==> src/rtl/acao_pkg.sv <==
// acao_pkg: action codes, motor encodings and state type for the toy action sequencer.
package acao_pkg;
  localparam logic [3:0] ACAO_IDLE = 4'd0;
  localparam logic [3:0] ACAO_FRENTE1 = 4'd1;
  localparam logic [3:0] ACAO_ESQUERDA = 4'd2;
  localparam logic [3:0] ACAO_FRENTE2 = 4'd3;
  localparam logic [3:0] ACAO_DIREITA = 4'd4;
  localparam logic [3:0] ACAO_RE = 4'd5;
  localparam logic [1:0] MOT_FRENTE = 2'b10;
  localparam logic [1:0] MOT_RE = 2'b01;
  localparam logic [1:0] MOT_PARA = 2'b00;
  typedef enum logic [2:0] {
    ST_IDLE,
    ST_FRENTE1,
    ST_ESQUERDA,
    ST_FRENTE2,
    ST_DIREITA,
    ST_RE
  } estado_t;
  function automatic logic [3:0] acao_code(input estado_t s);
    case (s)
      ST_FRENTE1:  return ACAO_FRENTE1;
      ST_ESQUERDA: return ACAO_ESQUERDA;
      ST_FRENTE2:  return ACAO_FRENTE2;
      ST_DIREITA:  return ACAO_DIREITA;
      ST_RE:       return ACAO_RE;
      default:     return ACAO_IDLE;
    endcase
  endfunction
  // Packed as {left, right}.
  function automatic logic [3:0] acao_motores(input estado_t s);
    case (s)
      ST_FRENTE1, ST_FRENTE2: return {MOT_FRENTE, MOT_FRENTE};
      ST_ESQUERDA:            return {MOT_RE, MOT_FRENTE};
      ST_DIREITA:             return {MOT_FRENTE, MOT_RE};
      ST_RE:                  return {MOT_RE, MOT_RE};
      default:                return {MOT_PARA, MOT_PARA};
    endcase
  endfunction
endpackage

==> src/rtl/acao_timer.sv <==
// acao_timer: prescaler plus step counter; done pulses on the last tick of the last step.
module acao_timer #(
  parameter int STEP_TICKS = 25000000,
  parameter int SW = 2
) (
  input  logic          clk,
  input  logic          rst_n,
  input  logic          i_clear,
  input  logic          i_enable,
  input  logic [SW-1:0] i_last,
  output logic          o_done
);
  localparam int PW = (STEP_TICKS > 2) ? $clog2(STEP_TICKS) : 1;
  logic [PW-1:0] r_pre;
  logic [SW-1:0] r_step;
  logic          w_pre_end;
  assign w_pre_end = r_pre == PW'(STEP_TICKS - 1);
  assign o_done = i_enable && w_pre_end && (r_step == i_last);
  // The owner clears on every state entry, so the step counter never runs past i_last.
  always_ff @(posedge clk or negedge rst_n) begin
    if (!rst_n) begin
      r_pre <= '0;
      r_step <= '0;
    end else if (i_clear) begin
      r_pre <= '0;
      r_step <= '0;
    end else if (i_enable) begin
      r_pre <= w_pre_end ? '0 : r_pre + PW'(1);
      r_step <= w_pre_end ? r_step + SW'(1) : r_step;
    end
  end
endmodule

==> src/rtl/sequenciador_acao.sv <==
// sequenciador_acao: steps the toy through frente/esquerda/frente/direita, with a timed
// reverse manoeuvre when an obstacle appears during a forward action.
module sequenciador_acao
  import acao_pkg::*;
#(
  parameter int STEP_TICKS = 25000000,
  parameter int ACT_STEPS = 4,
  parameter int BACKOFF_STEPS = 2
) (
  input  logic       clk,
  input  logic       rst_n,
  input  logic       start,
  input  logic       pause,
  input  logic       obstacle,
  output logic       b3,
  output logic       b2,
  output logic       b1,
  output logic       b0,
  output logic [1:0] motor_l,
  output logic [1:0] motor_r,
  output logic       running,
  output logic       seq_done
);
  localparam int MAX_STEPS = (ACT_STEPS > BACKOFF_STEPS) ? ACT_STEPS : BACKOFF_STEPS;
  localparam int SW = (MAX_STEPS > 2) ? $clog2(MAX_STEPS) : 1;
  estado_t       r_state, r_target, w_next;
  logic          r_start_q;
  logic [3:0]    r_code;
  logic [1:0]    r_motor_l, r_motor_r;
  logic          r_running, r_seq_done;
  logic          w_start_edge, w_clr, w_done;
  logic [SW-1:0] w_last;
  assign w_start_edge = start && !r_start_q;
  assign w_clr = (r_state == ST_IDLE) || (w_next != r_state);
  assign w_last = (r_state == ST_RE) ? SW'(BACKOFF_STEPS - 1) : SW'(ACT_STEPS - 1);
  assign {b3, b2, b1, b0} = r_code;
  assign motor_l = r_motor_l;
  assign motor_r = r_motor_r;
  assign running = r_running;
  assign seq_done = r_seq_done;
  acao_timer #(.STEP_TICKS(STEP_TICKS), .SW(SW)) u_timer (
    .clk(clk),
    .rst_n(rst_n),
    .i_clear(w_clr),
    .i_enable(!pause),
    .i_last(w_last),
    .o_done(w_done)
  );
  // Obstacle is checked before done so it wins on the final cycle of a forward action.
  always_comb begin
    w_next = r_state;
    if (!pause)
      case (r_state)
        ST_IDLE:     w_next = w_start_edge ? ST_FRENTE1 : ST_IDLE;
        ST_FRENTE1:  w_next = obstacle ? ST_RE : (w_done ? ST_ESQUERDA : ST_FRENTE1);
        ST_ESQUERDA: w_next = w_done ? ST_FRENTE2 : ST_ESQUERDA;
        ST_FRENTE2:  w_next = obstacle ? ST_RE : (w_done ? ST_DIREITA : ST_FRENTE2);
        ST_DIREITA:  w_next = w_done ? ST_IDLE : ST_DIREITA;
        ST_RE:       w_next = w_done ? r_target : ST_RE;
        default:     w_next = ST_IDLE;
      endcase
  end
  always_ff @(posedge clk or negedge rst_n) begin
    if (!rst_n) begin
      r_state <= ST_IDLE;
      r_target <= ST_ESQUERDA;
      r_start_q <= 1'b0;
      r_code <= ACAO_IDLE;
      r_motor_l <= MOT_PARA;
      r_motor_r <= MOT_PARA;
      r_running <= 1'b0;
      r_seq_done <= 1'b0;
    end else begin
      r_start_q <= start;
      r_state <= w_next;
      if (w_next == ST_RE && r_state != ST_RE)
        r_target <= (r_state == ST_FRENTE1) ? ST_ESQUERDA : ST_DIREITA;
      r_code <= acao_code(w_next);
      {r_motor_l, r_motor_r} <= pause ? {MOT_PARA, MOT_PARA} : acao_motores(w_next);
      r_running <= w_next != ST_IDLE;
      r_seq_done <= (r_state == ST_DIREITA) && (w_next == ST_IDLE);
    end
  end
endmodule

==> config.mk <==
export PLATFORM = sky130hd
export DESIGN_NAME = sequenciador_acao
export DESIGN_NICKNAME = d
export VERILOG_FILES = /design/src/rtl/acao_pkg.sv /design/src/rtl/acao_timer.sv /design/src/rtl/sequenciador_acao.sv
export SDC_FILE = /design/constraint.sdc
export NUM_CORES = 1
export LEC_CHECK = 0
export ABC_CLOCK_PERIOD_IN_PS = 3830
export BUFFER_PORTS_ARGS = -buffer_cell sky130_fd_sc_hd__buf_2
export CAP_MARGIN = 10
export CORE_ASPECT_RATIO = 1.5
export CORE_MARGIN = 3
export CORE_UTILIZATION = 40
export DETAILED_ROUTE_END_ITERATION = 7
export GPL_TIMING_DRIVEN = 0
export PLACE_DENSITY = 0.66
export SLEW_MARGIN = 20
export SYNTH_ARGS = -nofsm -noshare
export SYNTH_HDL_FRONTEND = slang
export SYNTH_SLANG_ARGS = --single-unit
==> constraint.sdc <==
create_clock -name clk -period 3.83 [get_ports clk]
set_input_delay 0.5745 -clock clk [delete_from_list [all_inputs] [get_ports clk]]
set_output_delay 0.5745 -clock clk [all_outputs]
set_load 0.01 [all_outputs]
==> impl_metrics.csv, run 1 <==
group,metric,value,unit
grt,grt_pass1_vias,1942,
pwr,vdd_drop_max,0.267,mV
sta,finalSetupViolations,0,
logic_synthesis,ys_types,61,
pwr,p_leak,1.16,nW
critical_path,endpoint_kind,"flip-flop",
die,fp.dieArea,7060,µm²
cts,post_cts_buffers,0,
logic_synthesis,synth-edff-count,0,
die,die_h,101,µm
cells_and_area,regArea,1050,µm²
critical_path,crit_slowest_cell,"or4_1",
die,rows,34,
logic_synthesis,synth_async_sr_flop_share,100,%
logic_synthesis,synth-seq-cells,42,
critical_path,crit_chain,"ha_1 > nand4_2 > or4_1 > o21a_1 > o21a_1 > o2111ai_2 > nand4_4 > buf_2 > nor2_1",
logic_synthesis,synthCells,247,
run_status,status,"completed",
pwr,power_density,481,nW/µm²
cts,cts_made_buffers,5,
critical_path,path_class,"flip-flop to flip-flop",
critical_path,path_max_fanout,10,
logic_synthesis,synth_top_family_by_area,"simple AND/OR/NAND/NOR gates",
drt,drt_iter0_markers,60,
critical_path,critPathBufInv,1,
sta,rsz0062_at_grt,"no",
sta,fin_crit_sh,68.5,%
grt,antenna_found_initial,0,
cts,clock_latency,300,ps
cts,cts_hold_buf,0,
logic_synthesis,netlist_area,2430,µm²
cts,max-clock-path-buffers,2,
cells_and_area,final_nets,273,
logic_synthesis,avgSynthCellArea,9.83,µm²
cells_and_area,drive_above_1_share,18.4,%
sta,hold_viol_final,0,
logic_synthesis,synth_fa_ha_area_share,0.515,%
drt,drc,0,
critical_path,cp-start-kind,"flip-flop",
die,initial_core_util,41.6,%
drt,wl,5150,µm
cts,ctsResizeCount,0,
sta,fmax,381,MHz
sta,finalSetupTns,0,ps
critical_path,crit_top_cell,"o21a_1",
critical_path,max_stage_delay,580,ps
sta,clock-skew-final,7.42,ps
cells_and_area,n_antenna_cell,0,
die,io_pins,15,
sta,timing.final.crit_period,2620,ps
cells_and_area,multi_input_area,1270,µm²
cts,cts_root_buf,"clkbuf_8",
die,core-area,5830,µm²
cells_and_area,fin_util,46.2,%
cells_and_area,fillers,570,
cts,clkTransAtPathRegs,80,ps
grt,grtUsageTotal,16.4,%
sta,maxSlewViolCount,0,
logic_synthesis,synth_ff_type,"dfrtp_1",
cts,htreeDepth,2,
grt,grt_max_degree,43,
logic_synthesis,ys_seq_area_share,43.4,%
logic_synthesis,synth_compound_area_share,9.59,%
grt,grt_pass1_wl,9250,µm
cells_and_area,syn_to_final_growth,11.0,%
logic_synthesis,muxShareOfSynthArea,0.412,%
drt,firstDrtPassIters,4,
cts,cts_tree,"built",
drt,wire_per_inst,15.2,µm
drt,antenna_left,0,
critical_path,critPathTopFamily,"simple AND/OR/NAND/NOR gates",
die,die_w,69.6,µm
drt,via_per_inst,5.41,
place,port_buffers,13,
critical_path,worst_ep_arrival_time,2850,ps
logic_synthesis,synth-simple-area-share,32.4,%
cells_and_area,final_cell_mix,"dfrtp_1, nor2_1, buf_2, nand2_1",
logic_synthesis,yosysWarnings,0,
sta,worstMarginPinSlew,925,ps
cells_and_area,layout_commonest_cell,"dfrtp_1",
place,dpl.hpwl,3860,µm
sta,relSlewSlack,38.3,%
logic_synthesis,synth_nets,253,
grt,grt.overflow.total,0,
logic_synthesis,synth_xor_xnor_area_share,9.38,%
critical_path,worst_ep_required_time,4050,ps
cts,cts_sinks,42,
run,cap_viol_max_count,0,
drt,vias,1835,
min_path,hold_class,"input port to flip-flop",
place,place.gp.congestion,0.934,
sequential cells by signal (all words and copies together), names as in the netlist:
signal	flops
u_timer.r_pre	25
u_timer.r_step	2
motor_r	2
r_code	3
r_target	2
running	1
seq_done	1
motor_l	2
r_start_q	1
r_state	3
final timing paths:
kind,startpoint,to,slack [ps],depth (start not counted)
max reg2reg,u_timer.r_pre[0]$_DFFE_PN0P_,u_timer.r_pre[0]$_DFFE_PN0P_,1210,9
max in group asynchronous,rst_n,u_timer.r_pre[5]$_DFFE_PN0P_,2840,1
max,u_timer.r_pre[0]$_DFFE_PN0P_,u_timer.r_pre[0]$_DFFE_PN0P_,1210,9
min,start,r_start_q$_DFF_PN0_,390,1
min in group asynchronous,rst_n,u_timer.r_pre[3]$_DFFE_PN0P_,410,1
min reg2reg,r_target[2]$_DFFE_PN0P_,r_target[2]$_DFFE_PN0P_,490,1
layout make-up:
class	count	area share, %
clock inverters	1	1.11
multi-input cells	184	47.3
plain buffers	13	2.65
well taps	72	3.34
repair buffers	13	2.41
inverters	8	1.11
flip-flops and latches	42	39.0
clock buffers	6	3.06
per-stage QoR:
step	instance area, µm²	setup WS [ps]	hold WS (ps)	total power (W)	std cells
3_5_place_dp	2580	1200	466	0.000950	332
6_report	2700	1210	393	0.00130	339
2_1_floorplan	2430	1470	279	0.000831	247
3_3_place_gp	2580	1230	460	0.000947	332
5_1_grt	2700	964	391	0.00138	339
4_1_cts	2700	1190	387	0.00131	339
metal layers:
layer  wire (µm)  GRT usage [%]
met3         160           2.58
met2        2860           31.0
met1        2020           18.3
met4         104           6.17
met5           0              0
where the power goes:
group / switching, W / leakage, nW / total [W] / internal [W]
clock network: 0.000151 / 0.0573 / 0.000360 / 0.000209
registers: 0.0000322 / 0.554 / 0.000538 / 0.000505
logic: 0.000255 / 0.552 / 0.000398 / 0.000143
total: 0.000439 / 1.16 / 0.00130 / 0.000857
cells by family after synthesis:
family / Yosys count
compound gates: 28
xor+xnor: 26
fa+ha+maj: 1
buf+inv: 21
flops: 42
mux: 1
other cells: 1
simple gates: 127
cell usage after synthesis, drive strengths merged (4+ instances only):
library cell / n / share of area, %
dfrtp: 41 / 42
nor2: 30 / 4.6
nor3: 19 / 5.8
nand2: 16 / 2.5
nand3: 14 / 2.9
xor2: 14 / 5.1
xnor2: 12 / 4.3
nand4: 11 / 3.7
buf: 8 / 2.2
inv: 7 / 1.1
a21oi: 6 / 1.2
and3: 5 / 1.3
clkbuf: 5 / 0.77
nor4: 4 / 1.9
o21ai: 4 / 0.82
No activity file was read; power rests on OpenSTA's default activity.
==> run 2: changes to the inputs <==
- ABC_CLOCK_PERIOD_IN_PS: 3830 -> 2660
- clock period: 3.83 -> 2.66 ns (I/O delays scaled with it)
==> run 2 against run 1 <==
Compared with the run above: cell count increased by 1.2%; hold slack got worse by 170 ps; wire length grew 4.1%; first-iteration DRC count is 17% higher; die area unchanged; core utilization up 1.1 points; combinational power rose by 59%; non-clock buffer count grew 4; worst setup slack worse by 1100 ps; largest cell class unchanged.
==> impl_metrics.csv, run 2 (synthesis results as in run 1) <==
group,metric,value,unit
run_status,status,"completed",
die,io_pins,15,
cts,clock_latency,290,ps
cells_and_area,drive_above_1_share,22.1,%
grt,grt_pass1_vias,1942,
place,port_buffers,13,
drt,antenna_left,0,
drt,via_per_inst,5.46,
pwr,p_leak,1.19,nW
sta,finalSetupViolations,0,
sta,fmax,388,MHz
sta,finalSetupTns,0,ps
cells_and_area,largest_reg_flops,25,
min_path,hold_class,"input port to flip-flop",
place,dpl.hpwl,3860,µm
sta,fin_crit_sh,96.8,%
run,cap_viol_max_count,0,
critical_path,critPathBufInv,3,
drt,firstDrtPassIters,4,
critical_path,r2r_setup_slack,80,ps
critical_path,path_max_fanout,8,
cells_and_area,layout_commonest_cell,"dfrtp_1",
cells_and_area,final_nets,277,
sta,timing.final.crit_period,2580,ps
die,die_h,101,µm
die,rows,34,
cts,max-clock-path-buffers,2,
die,core-area,5830,µm²
grt,grtUsageTotal,16.4,%
drt,vias,1872,
place,pre_cts_slack,30.4,ps
sta,relSlewSlack,38.7,%
cts,cts_made_buffers,5,
drt,wl,5360,µm
grt,grt.overflow.total,0,
pwr,vdd_drop_max,0.388,mV
critical_path,worst_ep_arrival_time,2810,ps
cts,htreeDepth,2,
cts,cts_tree,"built",
sta,rsz0062_at_grt,"yes",
cts,cts_sinks,42,
critical_path,path_class,"flip-flop to flip-flop",
drt,drt_iter0_markers,70,
cells_and_area,regMostFlops,"u_timer.r_pre",
critical_path,crit_chain,"buf_6 > nor4b_1 > nand4_1 > nor4_4 > a41oi_1 > a311oi_2 > buf_4 > inv_1 > nor4_1 > a21o_1",
grt,grt_pass1_wl,9250,µm
cells_and_area,n_antenna_cell,0,
cells_and_area,fillers,563,
grt,antenna_found_initial,0,
sta,hold_viol_final,0,
critical_path,endpoint_kind,"flip-flop",
place,place.gp.congestion,0.934,
cells_and_area,fin_util,47.3,%
sta,clock-skew-final,7.20,ps
sta,maxSlewViolCount,0,
drt,drc,0,
sta,worstMarginPinSlew,920,ps
critical_path,worst_ep_required_time,2890,ps
die,initial_core_util,41.6,%
critical_path,critPathTopFamily,"simple AND/OR/NAND/NOR gates",
cts,cts_hold_buf,0,
critical_path,crit_slowest_cell,"dfrtp_1",
critical_path,max_stage_delay,380,ps
cells_and_area,reg.largest.list,"u_timer.r_pre (25), r_code (3), r_state (3)",
die,die_w,69.6,µm
drt,wire_per_inst,15.6,µm
sta,worst_slack,84.3,ps
grt,grt_max_degree,43,
cells_and_area,syn_to_final_growth,13.7,%
critical_path,cp-start-kind,"flip-flop",
sta,worst_hold_slack,218,ps
cts,cts_root_buf,"clkbuf_8",
die,fp.dieArea,7060,µm²
cells_and_area,finalInstanceArea,2760,µm²
place,dpl_cell_area,2580,µm²
cts,clkTransAtPathRegs,80,ps
cells_and_area,final_cell_mix,"dfrtp_1, nor2_1, nand2_1",
pwr,power_density,699,nW/µm²
[run 2: power breakdown]
group	internal, W	switching, W	leakage (nW)
Sequential	0.000728	0.0000482	0.554
Clock	0.000300	0.000219	0.0573
Combinational	0.000244	0.000387	0.580
Total	0.00127	0.000655	1.19
[run 2: worst reg2reg max path, stage by stage (launching register included)]
cell and delay [ps]:
dfrtp_1 380, buf_6 130, nor4b_1 270, nand4_1 280, nor4_4 330, a41oi_1 210, a311oi_2 320, buf_4 190
inv_1 100, nor4_1 200, a21o_1 110
[run 2: worst paths after layout]
| kind | end | start | cells past startpoint |
|---|---|---|---|
| setup / recovery | motor_l[0]$_DFF_PN0_ | u_timer.r_pre[6]$_DFFE_PN0P_ | 10 |
| hold / removal | r_start_q$_DFF_PN0_ | start | 1 |
| setup reg to reg | motor_l[0]$_DFF_PN0_ | u_timer.r_pre[6]$_DFFE_PN0P_ | 10 |
| hold reg to reg | r_target[2]$_DFFE_PN0P_ | r_target[2]$_DFFE_PN0P_ | 1 |
| max in group asynchronous | u_timer.r_pre[5]$_DFFE_PN0P_ | rst_n | 1 |
| min in group asynchronous | u_timer.r_pre[3]$_DFFE_PN0P_ | rst_n | 1 |
[run 2: what timing repair did]
item | CTS | global route
resized for setup | 0 | 13
endpoints found under the setup margin | 0 | 31
buffers inserted | 0 | 4
[run 2: area by class of cell]
cell class                 instances  area [µm²]  share of cell area (%)
buffer                            13        77.6                    2.81
clock buffer                       6        82.6                    2.99
clock inverter                     1        30.0                    1.09
inverter                           8        30.0                    1.09
multi-input combinational        184        1300                    47.2
sequential                        42        1050                    38.1
tap                               72        90.1                    3.27
timing repair buffer              17        95.1                    3.45
[run 2: routing by layer]
layer | GRT usage, % | vias up | part of all wire (%)
met5 | 0 | - | 0
li1 | - | 923 | -
met1 | 18.3 | 902 | 40
met2 | 31.0 | 35 | 56
met4 | 6.17 | 0 | 1.9
met3 | 2.58 | 12 | 2.6
[run 2: stage by stage]
| stage | power, W | instances |
|---|---|---|
| 2_1_floorplan | 0.00120 | 247 |
| 3_3_place_gp | 0.00136 | 332 |
| 3_5_place_dp | 0.00137 | 332 |
| 4_1_cts | 0.00189 | 339 |
| 5_1_grt | 0.00204 | 343 |
| 6_report | 0.00193 | 343 |
==> run 3: changes to the inputs <==
- SETUP_SLACK_MARGIN: not set -> 0.4
==> run 3 against run 2 <==
Compared with the run above: flip-flop and latch count did not move; sequential power barely moved; register-to-register slack improved by 100 ps; largest cell class unchanged.
==> impl_metrics.csv, run 3 (synthesis results as in run 1) <==
group,metric,value,unit
run_status,status,"completed",
drt,wire_per_inst,15.9,µm
grt,grt_pass1_wl,9470,µm
sta,hold_viol_final,0,
drt,drt_iter0_markers,73,
cts,clkTransAtPathRegs,80,ps
drt,vias,2037,
drt,drc,0,
drt,wl,5900,µm
critical_path,crit_slowest_cell,"or4_4",
drt,antenna_left,0,
grt,grt.overflow.total,0,
critical_path,max_stage_delay,420,ps
cells_and_area,final_cell_mix,"dfrtp_1, buf_4, nor2_1",
grt,grt_pass1_vias,2067,
cells_and_area,fillers,475,
sta,timing.final.crit_period,2470,ps
grt,antenna_found_initial,0,
place,port_buffers,13,
cells_and_area,layout_commonest_cell,"dfrtp_1",
die,die_h,101,µm
die,initial_core_util,41.6,%
critical_path,critPathTopFamily,"simple AND/OR/NAND/NOR gates",
critical_path,cp.depth,9,
cts,cts_made_buffers,5,
cells_and_area,finalInstanceArea,3250,µm²
grt,grt.busiest_layer,"met2",
min_path,whs_path_depth,1,
cells_and_area,n_antenna_cell,0,
grt,use_met1,18.0,%
die,core-area,5830,µm²
critical_path,path_class,"flip-flop to flip-flop",
grt,grt_use_met3,3.08,%
cts,cts_sinks,42,
drt,firstDrtPassIters,4,
pwr,vdd_drop_max,0.542,mV
sta,fin_crit_sh,92.9,%
sta,clock-skew-final,5.86,ps
grt,grt_max_degree,43,
drt,via_per_inst,5.48,
place,place.gp.congestion,0.945,
die,die_w,69.6,µm
die,fp.dieArea,7060,µm²
sta,maxSlewViolCount,0,
pwr,power_density,689,nW/µm²
cts,cts_root_buf,"clkbuf_8",
cells_and_area,drive_above_1_share,40.3,%
critical_path,worst_ep_required_time,2860,ps
critical_path,crit_top_cell,"o21a_1",
cells_and_area,largest_reg_flops,25,
cts,cts_tree,"built",
cts,clock_latency,300,ps
sta,finalSetupViolations,0,
min_path,hold_class,"input port to flip-flop",
critical_path,crit_chain,"buf_6 > or3b_1 > or4_4 > o21a_1 > o21a_1 > o2111ai_2 > nand4_4 > buf_4 > nor3_1",
pwr,p_leak,1.38,nW
place,dpl_cell_area,2600,µm²
cells_and_area,fin_util,55.8,%
grt,globalRouteMet2Util,31.7,%
sta,rsz0062_at_grt,"yes",
cts,max-clock-path-buffers,2,
cells_and_area,syn_to_final_growth,34.1,%
sta,worstMarginPinSlew,940,ps
critical_path,critPathBufInv,2,
critical_path,endpoint_kind,"flip-flop",
sta,finalSetupTns,0,ps
critical_path,worst_ep_arrival_time,2670,ps
grt,grtUsageTotal,16.8,%
cells_and_area,regMostFlops,"u_timer.r_pre",
cells_and_area,reg.largest.list,"u_timer.r_pre (25), r_code (3), r_state (3)",
sta,relSlewSlack,37.3,%
die,io_pins,15,
critical_path,cp-start-kind,"flip-flop",
cts,htreeDepth,2,
run,cap_viol_max_count,0,
critical_path,path_max_fanout,6,
cells_and_area,final_nets,305,
die,rows,34,
critical_path,reg2reg_depth,9,
sta,fmax,404,MHz
place,dpl.hpwl,3820,µm
## run 3: metal layers
layer  vias to the layer above  part of all wire [%]
met5                         -                     0
met2                        36                    55
met4                         0                   3.0
met3                        13                   3.3
met1                      1001                    39
li1                        987                     -
## run 3: final timing paths
path                                               from                             to  slack (ps)
worst max-delay path               r_state[0]$_DFF_PN0_  u_timer.r_pre[12]$_DFFE_PN0P_         190
worst min-delay path                              start            r_start_q$_DFF_PN0_         220
worst max register to register     r_state[0]$_DFF_PN0_  u_timer.r_pre[12]$_DFFE_PN0P_         190
worst min register to register  r_target[2]$_DFFE_PN0P_        r_target[2]$_DFFE_PN0P_         490
max in group asynchronous                         rst_n   u_timer.r_pre[8]$_DFFE_PN0P_        1770
min in group asynchronous                         rst_n  u_timer.r_pre[20]$_DFFE_PN0P_         250
## run 3: cell type report
cell class	count	area [µm²]	share of cell area [%]
flip-flops and latches	42	1060	32.4
well taps	72	90.1	2.77
inverters	8	33.8	1.04
clock inverters	1	5.00	0.154
multi-input cells	184	1540	47.2
clock buffers	7	86.3	2.65
plain buffers	13	104	3.19
repair buffers	45	344	10.6
## run 3: worst reg2reg max path: stages (launching register included)
cell and delay (ps):
dfrtp_1 370, buf_6 110, or3b_1 330, or4_4 420
o21a_1 200, o21a_1 110, o2111ai_2 200, nand4_4 200
buf_4 210, nor3_1 230
## run 3: report_power, final
| part | switching [W] | internal [W] |
|---|---|---|
| combinational | 0.000548 | 0.000487 |
| sequential | 0.0000504 | 0.000727 |
| clock | 0.000222 | 0.000210 |
## run 3: through the flow
step	hold slack, ps	setup WS, ps	std cells	total power [W]
floorplan	103	388	247	0.00121
global placement	463	84.6	332	0.00137
detailed placement	468	76.8	332	0.00139
CTS	213	249	358	0.00205
global route	214	32.1	372	0.00237
finish	220	188	372	0.00224
## run 3: what timing repair did
item | CTS | global route
endpoints found under the setup margin | 38 | 39
hold buffers | 0 | 0
buffers inserted | 17 | 14
resized for setup | 24 | 51
pin swaps | 15 | 17
cloned | 1 | 0
